## src/rtl/fog_ramp_scheduler.sv

```systemverilog
// ---------------------------------------------------------------------------
// fog_ramp_scheduler
//
// Per-period sequencer for the closed-loop gyro phase ramp (one per axis).
// Generates the square-wave bias modulation (+amp for tau clocks, -amp for
// tau clocks). It demodulates the ADC error over each full modulation period
// and integrates the result into a clamped ladder step. The step, a one-cycle
// trigger and the modulation word drive the phase ramp generator.
//
// Ports
//   i_clk       system clock, rising edge
//   i_rst       synchronous active-high reset
//   i_en        run enable; low forces IDLE and flushes pending pulses
//   i_fb_on     closed-loop enable; low zeroes the step at each update
//   i_freq      half-period tau in clocks (>= 4 to run)
//   i_wait      settling clocks skipped at the start of each half-period
//   i_mod_amp   signed modulation amplitude
//   i_err       signed ADC error sample, one per clock
//   i_gain_sft  loop gain as arithmetic right shift of the period error
//   i_v2pi      2pi voltage count; step is clamped to +/-(v2pi-1)
//   o_mod       registered modulation word (+amp / -amp / 0)
//   o_trig      one-cycle pulse, new o_step valid
//   o_step      signed ladder step
//   o_err       signed demodulated error of the last full period
//   o_err_vld   one-cycle pulse, o_err updated
//   o_state     00 IDLE, 01 POS, 10 NEG
// ---------------------------------------------------------------------------
module fog_ramp_scheduler #(
    parameter int ERR_W      = 16,
    parameter int OUTPUT_BIT = 16
) (
    input  logic                         i_clk,
    input  logic                         i_rst,
    input  logic                         i_en,
    input  logic                         i_fb_on,
    input  logic [31:0]                  i_freq,
    input  logic [31:0]                  i_wait,
    input  logic signed [OUTPUT_BIT-1:0] i_mod_amp,
    input  logic signed [ERR_W-1:0]      i_err,
    input  logic [4:0]                   i_gain_sft,
    input  logic [31:0]                  i_v2pi,
    output logic signed [OUTPUT_BIT-1:0] o_mod,
    output logic                         o_trig,
    output logic signed [31:0]           o_step,
    output logic signed [31:0]           o_err,
    output logic                         o_err_vld,
    output logic [1:0]                   o_state
);

    typedef enum logic [1:0] {
        ST_IDLE = 2'b00,
        ST_POS  = 2'b01,
        ST_NEG  = 2'b10
    } state_t;

    state_t                        state;
    state_t                        state_nxt;
    logic [31:0]                   cnt;
    logic [31:0]                   cnt_nxt;
    logic signed [31:0]            acc;
    logic signed [31:0]            acc_nxt;
    logic signed [31:0]            acc_upd;
    logic signed [31:0]            err_ext;
    logic signed [OUTPUT_BIT-1:0]  mod_nxt;
    logic                          latch_cfg;
    logic                          period_end;
    logic                          half_last;
    logic                          sample_on;

    // Configuration held constant for a whole modulation period.
    logic [31:0]                   freq_r;
    logic [31:0]                   wait_r;
    logic signed [OUTPUT_BIT-1:0]  amp_r;

    // Step update datapath.
    logic signed [31:0]            err_scaled;
    logic signed [33:0]            step_sum;
    logic signed [33:0]            step_lim;
    logic signed [31:0]            step_new;
    logic                          step_upd;

    assign o_state  = state;
    assign err_ext  = {{(32-ERR_W){i_err[ERR_W-1]}}, i_err};
    assign sample_on = (cnt >= wait_r);
    assign half_last = (cnt == freq_r - 32'd1);

    // The step update happens the cycle after o_err is published, and only
    // if the run is still enabled; dropping i_en flushes the pending update.
    assign step_upd = o_err_vld && i_en;

    // Demodulation: the sample is added during the positive half and
    // subtracted during the negative half, but only once the settling
    // window of the current half-period has passed.
    always_comb begin
        acc_upd = acc;
        if (state == ST_POS && sample_on) begin
            acc_upd = acc + err_ext;
        end else if (state == ST_NEG && sample_on) begin
            acc_upd = acc - err_ext;
        end
    end

    // Next-state logic. o_mod is computed from the next state so that the
    // registered modulation word changes on the same edge as the state.
    // The last NEG cycle closes the period: the accumulator restarts from
    // zero and the configuration is re-latched for the next period. A run
    // enable of zero overrides everything and returns to IDLE.
    always_comb begin
        state_nxt  = state;
        cnt_nxt    = cnt;
        acc_nxt    = acc;
        mod_nxt    = o_mod;
        latch_cfg  = 1'b0;
        period_end = 1'b0;

        case (state)
            ST_IDLE: begin
                cnt_nxt = 32'd0;
                acc_nxt = 32'sd0;
                mod_nxt = '0;
                if (i_freq >= 32'd4) begin
                    state_nxt = ST_POS;
                    latch_cfg = 1'b1;
                    mod_nxt   = i_mod_amp;
                end
            end

            ST_POS: begin
                acc_nxt = acc_upd;
                if (half_last) begin
                    state_nxt = ST_NEG;
                    cnt_nxt   = 32'd0;
                    mod_nxt   = -amp_r;
                end else begin
                    cnt_nxt = cnt + 32'd1;
                end
            end

            ST_NEG: begin
                acc_nxt = acc_upd;
                if (half_last) begin
                    period_end = 1'b1;
                    cnt_nxt    = 32'd0;
                    acc_nxt    = 32'sd0;
                    // An out-of-range half-period cannot be latched into a
                    // running loop, so the sequencer parks in IDLE instead.
                    if (i_freq >= 32'd4) begin
                        state_nxt = ST_POS;
                        latch_cfg = 1'b1;
                        mod_nxt   = i_mod_amp;
                    end else begin
                        state_nxt = ST_IDLE;
                        mod_nxt   = '0;
                    end
                end else begin
                    cnt_nxt = cnt + 32'd1;
                end
            end

            default: begin
                state_nxt = ST_IDLE;
                cnt_nxt   = 32'd0;
                acc_nxt   = 32'sd0;
                mod_nxt   = '0;
            end
        endcase

        if (!i_en) begin
            state_nxt  = ST_IDLE;
            cnt_nxt    = 32'd0;
            acc_nxt    = 32'sd0;
            mod_nxt    = '0;
            latch_cfg  = 1'b0;
            period_end = 1'b0;
        end
    end

    // Step computation: integrate the scaled period error in 33+ bits so the
    // sum cannot overflow, then clamp symmetrically to one 2pi count minus
    // one. A zero 2pi count collapses the clamp window to zero.
    always_comb begin
        err_scaled = o_err >>> i_gain_sft;
        step_sum   = 34'(o_step) + 34'(err_scaled);
        if (i_v2pi == 32'd0) begin
            step_lim = 34'sd0;
        end else begin
            step_lim = $signed({2'b00, i_v2pi}) - 34'sd1;
        end

        if (step_sum > step_lim) begin
            step_new = step_lim[31:0];
        end else if (step_sum < -step_lim) begin
            step_new = step_new_neg(step_lim);
        end else begin
            step_new = step_sum[31:0];
        end
    end

    function automatic logic signed [31:0] step_new_neg(input logic signed [33:0] lim);
        logic signed [33:0] neg;
        neg = -lim;
        return neg[31:0];
    endfunction

    // Sequencer state, accumulator and latched configuration.
    always_ff @(posedge i_clk) begin
        if (i_rst) begin
            state  <= ST_IDLE;
            cnt    <= 32'd0;
            acc    <= 32'sd0;
            o_mod  <= '0;
            freq_r <= 32'd0;
            wait_r <= 32'd0;
            amp_r  <= '0;
        end else begin
            state <= state_nxt;
            cnt   <= cnt_nxt;
            acc   <= acc_nxt;
            o_mod <= mod_nxt;
            if (latch_cfg) begin
                freq_r <= i_freq;
                wait_r <= i_wait;
                amp_r  <= i_mod_amp;
            end
        end
    end

    // Output pipeline: the period error (including the final NEG sample)
    // is published one cycle after the period closes, and the step follows
    // one cycle later together with the trigger. The trigger fires every
    // period even in open loop, where the step is forced to zero.
    always_ff @(posedge i_clk) begin
        if (i_rst) begin
            o_err     <= 32'sd0;
            o_err_vld <= 1'b0;
            o_step    <= 32'sd0;
            o_trig    <= 1'b0;
        end else begin
            o_err_vld <= period_end;
            if (period_end) begin
                o_err <= acc_upd;
            end
            o_trig <= step_upd;
            if (step_upd) begin
                o_step <= i_fb_on ? step_new : 32'sd0;
            end
        end
    end

endmodule

```

## config.mk

```make
export PLATFORM = sky130hd
export DESIGN_NAME = fog_ramp_scheduler
export DESIGN_NICKNAME = d
export VERILOG_FILES = /design/src/rtl/fog_ramp_scheduler.sv
export SDC_FILE = /design/constraint.sdc
export NUM_CORES = 1
export LEC_CHECK = 0
export BUFFER_PORTS_ARGS = -buffer_cell sky130_fd_sc_hd__buf_2
export CAP_MARGIN = 20
export CORE_AREA = 5 5 149 258
export CTS_CLUSTER_DIAMETER = 150
export DETAILED_ROUTE_END_ITERATION = 8
export DIE_AREA = 0 0 154 263
export PLACE_DENSITY = 0.81
export SLEW_MARGIN = 20
export SYNTH_ARGS = -nofsm -noshare
export SYNTH_HDL_FRONTEND = slang
export SYNTH_SLANG_ARGS = --single-unit
export TNS_END_PERCENT = 10
```

## constraint.sdc

```tcl
create_clock -name i_clk -period 10.5 [get_ports i_clk]
set_input_delay 1.05 -clock i_clk [delete_from_list [all_inputs] [get_ports i_clk]]
set_output_delay 1.05 -clock i_clk [all_outputs]
set_load 0.005 [all_outputs]
```

Word-level counts from Yosys, hierarchy flattened
Index checks and enable logic that the tools add are counted.
Widths: inputs -> output; s select.
{"block": "word_totals", "inputBits": 137, "wordCells": 66, "register_bits": 228}
{"block": "op_classes", "bitwise_logic": 2, "shift": 1, "n_eq_ne": 6, "magnitude_cmp": 4, "reduce_logical": 10, "n_addsub": 8, "n_mux": 24}
{"operator": "$mux 32", "count": 6}
{"operator": "$pmux 32 s2", "count": 1}
{"operator": "$mux 16", "count": 3}
{"operator": "$pmux 16 s3", "count": 1}
{"operator": "$gt 33x34->1", "count": 1}
{"operator": "$lt 33x34->1", "count": 1}
{"operator": "$mux 34", "count": 1}
{"operator": "$neg 34->34", "count": 1}
{"operator": "$add 32x32->33", "count": 1}
{"operator": "$sub 32x1->33 const B", "count": 1}
{"operator": "$add 32x1->32 const B", "count": 1}
{"operator": "$add 32x16->32", "count": 1}
{"operator": "$eq 32x32->1", "count": 1}
{"operator": "$ge 32x3->1 const B", "count": 1}
{"operator": "$ge 32x32->1", "count": 1}
{"operator": "$logic_not 32->1", "count": 1}
{"operator": "$sshr 32x5->32", "count": 1}
{"operator": "$sub 32x1->32 const B", "count": 1}
{"operator": "$sub 32x16->32", "count": 1}
{"operator": "$neg 16->16", "count": 1}
{"operator": "$mux 1", "count": 7}
{"operator": "$mux 2", "count": 3}
{"operator": "$ne 2x2->1 const B", "count": 3}
{"operator": "$pmux 2 s3", "count": 1}
{"operator": "other kinds (10)", "count": 14}

Logic depth before layout (Yosys ltp)
Gate-level depths: netlist (run 1).
{"block": "depth", "word_depth": 7, "depth_mapped": 33, "ltp_nobuf": 30}

Least setup slack after synthesis (run 1)
Ideal clock, no wire load.
{"block": "synth_path", "kind": "in2reg", "startpoint": "in i_gain_sft[1]", "endpoint": "reg o_step[27]", "required_ns": 10.378, "t_arrival_ns": 7.706, "setup_ns": 0.122, "path_slack_ns": 2.672, "path_stages": 24, "n_path_buf": 3, "cell_sequence": "buf_1 buf_1 mux4_2 nand2_1 o21ai_0 mux4_2 ha_1 and3_1 a31oi_1 o21ai_0 a2111oi_0 a211oi_1 o41ai_1 o21ai_0 o311ai_0 ha_1 nand4_1 nor2_1 a2111oi_0 o22a_1 clkbuf_1 o21a_4 mux2_4 a221o_1"}
{"block": "synth_via", "elab_chain_len": 6, "word_cells_on_any_way": 7, "classes_between": "add/sub (1); order compare (2); shift (1); mux (3)"}
{"item": "start: declaration", "line": "40", "text": "input logic [4:0] i_gain_sft,"}
{"item": "$sshr 32x5->32 *", "line": "182", "text": "err_scaled = o_err >>> i_gain_sft;"}
{"item": "$add 32x32->33 *", "line": "183", "text": "step_sum = 34'(o_step) + 34'(err_scaled);"}
{"item": "$lt 33x34->1", "line": "192", "text": "end else if (step_sum < -step_lim) begin"}
{"item": "$mux 32", "line": "192"}
{"item": "$mux 32 *", "line": "190", "text": "if (step_sum > step_lim) begin"}
{"item": "$mux 32 *", "line": "245", "text": "o_step <= i_fb_on ? step_new : 32'sd0;"}
{"item": "end signal: assignment", "line": "245"}
{"item": "end: declaration", "line": "44", "text": "output logic signed [31:0] o_step,"}
Every way passes the cells marked *; elsewhere a longest branch is shown, timed or not.
A chain may end at the register's enable or synchronous reset.

Final worst setup path (run 1)
{"block": "layout_path", "startpoint": "in i_gain_sft[0]", "endpoint": "reg o_step[28]"}
The elaborated chain is that of the path after synthesis.

==> results of run 1 <==
per-layer routing:
| layer | global-route usage, % | vias up |
|---|---|---|
| met5 | 0 | - |
| met4 | 32.5 | 0 |
| met3 | 6.23 | 395 |
| met2 | 68.7 | 1051 |
| met1 | 35.0 | 10600 |
| li1 | - | 10600 |
layout make-up:
| class | count | share of cell area (%) |
|---|---|---|
| multi-input cells | 2270 | 67.2 |
| well taps | 470 | 2.47 |
| diodes | 1 | 0.0105 |
| clock buffers | 31 | 2.93 |
| inverters | 139 | 2.19 |
| clock inverters | 9 | 0.531 |
| repair buffers | 247 | 5.50 |
| flip-flops and latches | 228 | 19.2 |
sequential cells by signal, indices dropped and copies added (netlist names):
name / cells
cnt: 32
o_trig: 1
amp_r: 16
o_mod: 16
wait_r: 32
o_step: 32
freq_r: 32
o_state: 2
o_err_vld: 1
o_err: 32
acc: 32
how the worst max path moves through the flow:
stage / start / to / slack (ns) / depth (start not counted)
floorplan: i_gain_sft[1] / o_step[27] / 2.67 / 24
global placement: i_gain_sft[0] / o_step[27] / 1.21 / 24
detailed placement: i_gain_sft[0] / o_step[28] / 1.01 / 24
CTS: i_gain_sft[0] / o_step[28] / 1.60 / 24
global route: i_gain_sft[0] / o_step[28] / 1.02 / 25
finish: i_gain_sft[0] / o_step[28] / 1.39 / 24
power by group through the flow:
stage / clock network [mW] / logic [mW] / registers [mW]
after global routing: 0.960 / 0.591 / 0.922
after CTS: 0.923 / 0.532 / 0.918
after floorplan: 0 / 0.381 / 0.928
after detailed placement: 0 / 0.528 / 0.937
final: 0.919 / 0.542 / 0.919
after global placement: 0 / 0.513 / 0.935
cell usage in the layout (no fill, tap or decap), drive strengths merged, types with 39 or more instances in the layout:
cell,netlist,layout
inv,138,138
nor4,39,39
buf,32,247
nand3,56,56
and3,40,40
a211oi,46,46
ha,202,202
dfxtp,228,228
a21o,52,52
nor2,329,329
a21oi,172,172
o21ai,134,134
mux2i,145,145
xor2,54,54
nand2,209,209
xnor2,98,98
nor3,86,86
cells in the mapped netlist (all sizes together), types with 11 or more instances:
cell type	n
o221ai	29
o22ai	12
nand2	209
a2111oi	14
a221o	21
buf	32
nor3b	13
ha	202
mux2i	145
a211oi	46
a31oi	20
nand2b	24
nor2b	38
xnor2	98
and3	40
o211a	15
or4	23
o31ai	22
o21ai	134
nand4	38
or3	24
dfxtp	228
nor2	329
o21a	18
and2	11
mux4	12
a221oi	13
mux2	18
o211ai	31
nor3	86
a21oi	172
or2	18
clkbuf	125
a22oi	27
a21o	52
xor2	54
inv	138
nand3	56
nor4	39
o21bai	20
cell families (layout without fill, tap and decap cells):
logic type	Yosys count	after routing	synth area share [%]
adder cells (fa/ha/maj)	206	206	12.0
AO/OA/AOI/OAI	753	753	24.1
multiplexers	175	175	8.88
XOR/XNOR	153	153	6.27
other	0	1	0
buffers and inverters	296	426	5.67
flip-flops	228	228	21.0
AND/OR/NAND/NOR	983	983	22.1
tightest hold or removal path, stage by stage, from the launching register on:
cell,delay [ns]
dfxtp_1,0.33
nand2_1,0.06
a21oi_1,0.05
through the flow:
| stage | hold WS (ns) | instance area, sq um | power [mW] | std cells | worst slack, ns |
|---|---|---|---|---|---|
| 6_report | 0.488 | 23800 | 2.38 | 3395 | 1.39 |
| 2_1_floorplan | 0.460 | 21700 | 1.31 | 2794 | 2.67 |
| 3_3_place_gp | 0.470 | 23000 | 1.45 | 3354 | 1.21 |
| 3_5_place_dp | 0.478 | 23000 | 1.46 | 3354 | 1.01 |
| 4_1_cts | 0.488 | 23800 | 2.37 | 3394 | 1.60 |
| 5_1_grt | 0.520 | 23800 | 2.47 | 3395 | 1.02 |
==> key figures, run 1 <==
Status
  – Status: completed

Placement
  – GPL Wtd Cong: 1.01
  – # port buffers: 220
  – Final HPWL from detailed placement: 62,500 um

Clock tree
  – TritonCTS Buffers: 24
  – Clk buf depth: 3
  – Post-CTS Setup Bufs: 0
  – # H-tree levels: 1
  – Root Driver: clkbuf_16
  – Cts repair resizes: 0
  – Clk Latency, worst-skew pair: 0.55 ns
  – CTS Hold Bufs: 0
  – Clk sinks: 228
  – Worst-path clk slew: 0.06 ns
  – CTS tree: yes

Synth
  – Dominant cell type by area after synthesis: dfxtp_1
  – Yosys top cell area share: 21.0%
  – Synth async-reset ratio: 0%
  – Area contributors post-synth: dfxtp_1, ha_1, mux2i_1
  – Net Count, Synth: 3,136
  – Synth Register Bits: 228
  – Register area share after synthesis: 21.0%
  – Yosys warning count: 0
  – Number of synthesized flops with an enable pin: 0
  – Syn_area_per_cell: 7.77 sq um
  – Unique masters post-synth: 99
  – Mapped cell area: 0.0217 sq mm
  – Count of mapped cells out of synthesis: 2,794
  – Post-synth top flop: dfxtp_1

Worst setup path
  – WP data required: 11.00 ns
  – Crit path max-delay family: compound AO/OA/AOI/OAI gates
  – Worst Path Max Fanout: 31
  – FF-to-FF Start: o_err[31]
  – Slowest cell delay on critical path: 0.84 ns
  – Worst Path Arrival: 9.61 ns
  – CP max stage cell: o311ai_0
  – CP Capture Type: flop
  – CP startpoint kind: primary input
  – WS Path Type: primary input to flop
  – Most frequent CP cell: a211oi_1
  – CP cell instances: buf_2, inv_1, a211oi_1, a21oi_1, mux2_2, mux4_2, ha_1, and3_1, a31oi_1, o21ai_0, a2111oi_0, a211oi_1, o41ai_1, buf_4, o21ai_0, o311ai_0, ha_1, a21o_1, a211oi_1, o22ai_1, nor2_1, nand2_1, nor3_1, or3b_1
  – Reg2reg setup slack: 2.10 ns
  – Reg2reg path depth: 29
  – CP Buf/Inv Count: 3
  – Worst R2R End: o_step[28]

Timing
  – Final Slew Violations: 0
  – Min cycle time layout: 9.11 ns
  – FMAX: 0.110 GHz
  – Setup TNS: 0 ns
  – Worst slew margin: 25.9%
  – Setup Viol. Count Final: 0
  – Crit share post-route: 86.8%
  – Fin. Hold Viols: 0
  – Measured slew at the worst slew-check pin: 1.08 ns
  – Clock skew: 0.0214 ns
  – RSZ-0062 raised after global routing: false

Global route
  – Vias in the first global route: 22.8k
  – Global-route wire length before repair: 122,000 um
  – GRT Residual Overflow: 0
  – Largest net degree at the start of global routing: 110
  – Antenna violations before repair: 1
  – Gr usage total: 37.4%

Power
  – Seq pwr share: 38.6%
  – Static leakage: 10.6 nW
  – Clk pwr share: 38.6%
  – P_int: 1.64 mW
  – Sw Ratio: 31.1%
  – Combinational fraction of design power: 22.8%
  – Max VDD drop: 0.156 mV
  – Net Sw Power: 0.739 mW
  – Pwr Density: 100 mW/mm^2

Die
  – IO Count: 221
  – Die height: 263 um
  – Core area: 0.0359 sq mm
  – Die W: 154 um
  – Row count: 92
  – Die area: 0.0405 sq mm
  – Starting Density: 60.5%

Cells and area
  – Fill cells: 3,137
  – Layout area overhead: 9.60%
  – Share of layout cells above drive strength 1: 13.0%
  – Final net count: 3,252
  – Multi-input logic area: 0.0160 sq mm
  – Seq. cell area: 0.00456 sq mm
  – Util after Layout: 66.3%

Min path
  – Hold Path Class: flop to flop
  – End of the worst hold path: o_err[11]
  – Critical hold path startpoint: o_err[11]
  – Hold Crit Depth: 2

Detailed routing
  – ANT nets after route: 0
  – First-pass iteration count of the detailed router: 6
  – # DRC: 0
  – Drt via density: 6.66
  – Initial DRC count: 1,387
  – Wirelength per Cell: 23.6 um
  – Via count: 22.6k
  – Met3 WL: 5250 um
  – M1 WL: 25,400 um
  – Met2 WL: 41,000 um
  – Post-Route WL: 80,100 um
  – Max Used Layer: met4

Flow run
  – Max cap viols: 0
Note: power is estimated with default switching activity, not from simulation.
==> run 2, diff against run 1 <==
clock period = 9.7 ns   (was 10.5 ns; I/O delays follow)
==> key figures, run 2 (synthesized netlist as in run 1, its figures left out) <==
Status
  – Status: completed

Worst setup path
  – Slowest cell delay on critical path: 0.69 ns
  – Worst R2R End: o_step[5]
  – Worst Path Arrival: 9.11 ns
  – FF-to-FF Start: o_err[31]
  – CP max stage cell: o41ai_1
  – Reg2reg setup slack: 1.53 ns
  – CP Capture Type: flop
  – WS Path Type: primary input to flop
  – CP startpoint kind: primary input
  – Worst Path Max Fanout: 41
  – Reg2reg path depth: 28
  – WP data required: 10.14 ns

Timing
  – Setup ws final: 1.04 ns
  – Setup TNS: 0 ns
  – FMAX: 0.115 GHz
  – Min cycle time layout: 8.66 ns
  – Measured slew at the worst slew-check pin: 1.17 ns
  – Crit share post-route: 89.3%
  – Worst slew margin: 19.9%
  – Fin. Hold Viols: 0
  – RSZ-0062 raised after global routing: false
  – Final Slew Violations: 0
  – Setup Viol. Count Final: 0
  – Clock skew: 0.0184 ns

Cells and area
  – Most frequent cells in the layout: nor2_1, dfxtp_1, buf_2, nand2_1, ha_1
  – Share of layout cells above drive strength 1: 13.4%
  – Layout area overhead: 10.0%
  – Commonest non-fill, non-tap cell in the layout: nor2_1
  – Final net count: 3,265

Detailed routing
  – Drt via density: 6.71
  – Initial DRC count: 1,448
  – Wirelength per Cell: 23.9 um
  – First-pass iteration count of the detailed router: 8
  – Via count: 22.9k
  – ANT nets after route: 0
  – # DRC: 0
  – Post-Route WL: 81,600 um

Die
  – Die height: 263 um
  – Starting Density: 60.5%
  – Die W: 154 um
  – Die area: 0.0405 sq mm
  – Core area: 0.0359 sq mm
  – IO Count: 221
  – Row count: 92

Power
  – P_int: 1.75 mW
  – Static leakage: 10.7 nW
  – Net Sw Power: 0.830 mW
  – Pwr Density: 108 mW/mm^2
  – Clk pwr share: 38.3%
  – Max VDD drop: 0.160 mV
  – Seq pwr share: 38.6%
  – Combinational fraction of design power: 23.1%
  – Sw Ratio: 32.2%

Clock tree
  – Cts repair resizes: 0
  – Clk Latency, worst-skew pair: 0.56 ns
  – CTS tree: yes
  – Worst-path clk slew: 0.06 ns
  – # H-tree levels: 1
  – Clk sinks: 228
  – TritonCTS Buffers: 24
  – CTS Hold Bufs: 0
  – Clk buf depth: 3
  – Root Driver: clkbuf_16
  – Post-CTS Setup Bufs: 0

Global route
  – Gr usage total: 38.4%
  – Vias in the first global route: 23.3k
  – GRT Residual Overflow: 0
  – Global-route wire length before repair: 125,000 um
  – Antenna violations before repair: 2
  – Largest net degree at the start of global routing: 111

Placement
  – # port buffers: 220
  – Final HPWL from detailed placement: 64,400 um
  – GPL Wtd Cong: 1.04
  – Worst slack, placed: 0.692 ns

Min path
  – Hold Path Class: flop to flop
  – Critical hold path startpoint: o_mod[11]
  – End of the worst hold path: o_mod[11]
  – Hold Crit Depth: 2

Flow run
  – Max cap viols: 0
## run 2: changes by cell type in the layout (fill, tap and decap cells not counted)
| cell | change |
|---|---|
| inv_6 | +1 |
| nor3_2 | -1 |
| nor3_1 | +1 |
| clkbuf_16 | -1 |
| clkinv_8 | +1 |
| diode_2 | +1 |
| buf_4 | +13 |
| bufinv_16 | -1 |
| clkinv_4 | +3 |
| clkbuf_1 | +1 |
## run 2: worst max-delay path, delay by kind of cell
kind            cells  cell delay, ns
mux                 1            0.31
simple gates        8            1.56
compound gates     16            4.39
buf+inv             3            1.16
fa+ha+maj           2            0.69
## run 2: power groups by stage
| stage | Clock (mW) | Combinational, mW | Sequential, mW |
|---|---|---|---|
| after floorplan | 0 | 0.412 | 1.00 |
| after global placement | 0 | 0.563 | 1.01 |
| after global routing | 1.04 | 0.650 | 0.998 |
| final | 0.986 | 0.596 | 0.994 |
| after CTS | 0.995 | 0.583 | 0.993 |
| after detailed placement | 0 | 0.580 | 1.01 |
## run 2: layout make-up
class | count | area [sq um]
Antenna cell | 2 | 5.00
Clock buffer | 31 | 677
Clock inverter | 13 | 148
Fill cell | 3168 | 12000
Inverter | 139 | 522
Multi-Input combinational cell | 2270 | 16000
Sequential cell | 228 | 4560
Tap cell | 470 | 588
Timing Repair Buffer | 260 | 1410
## run 2: per-stage QoR
step                instance area, sq um  cells  hold slack (ns)  util, %  power (mW)
floorplan                          21700   2794            0.460        -        1.42
global placement                   23100   3367            0.469     64.2        1.58
detailed placement                 23100   3367            0.471     64.2        1.59
CTS                                23900   3411            0.487     66.5        2.57
global route                       23900   3413            0.513     66.5        2.68
finish                             23900   3413            0.485     66.5        2.58
## run 2: worst max path at each step
| stage | startpoint | endpoint | slack (ns) |
|---|---|---|---|
| 6_report | i_gain_sft[1] | o_step[5] | 1.04 |
| 2_1_floorplan | i_gain_sft[1] | o_step[27] | 1.95 |
| 4_1_cts | i_gain_sft[1] | o_step[20] | 1.27 |
| 3_5_place_dp | i_gain_sft[1] | o_step[20] | 0.69 |
| 5_1_grt | i_gain_sft[1] | o_step[5] | 0.77 |
| 3_3_place_gp | i_gain_sft[1] | o_step[5] | 0.91 |
## run 2: routing by layer
layer	up-vias	share of wire [%]	track usage, %
met5	-	0	0
met3	448	6.2	5.51
met1	10800	32	35.3
li1	10600	-	-
met4	0	11	35.8
met2	1092	51	70.7
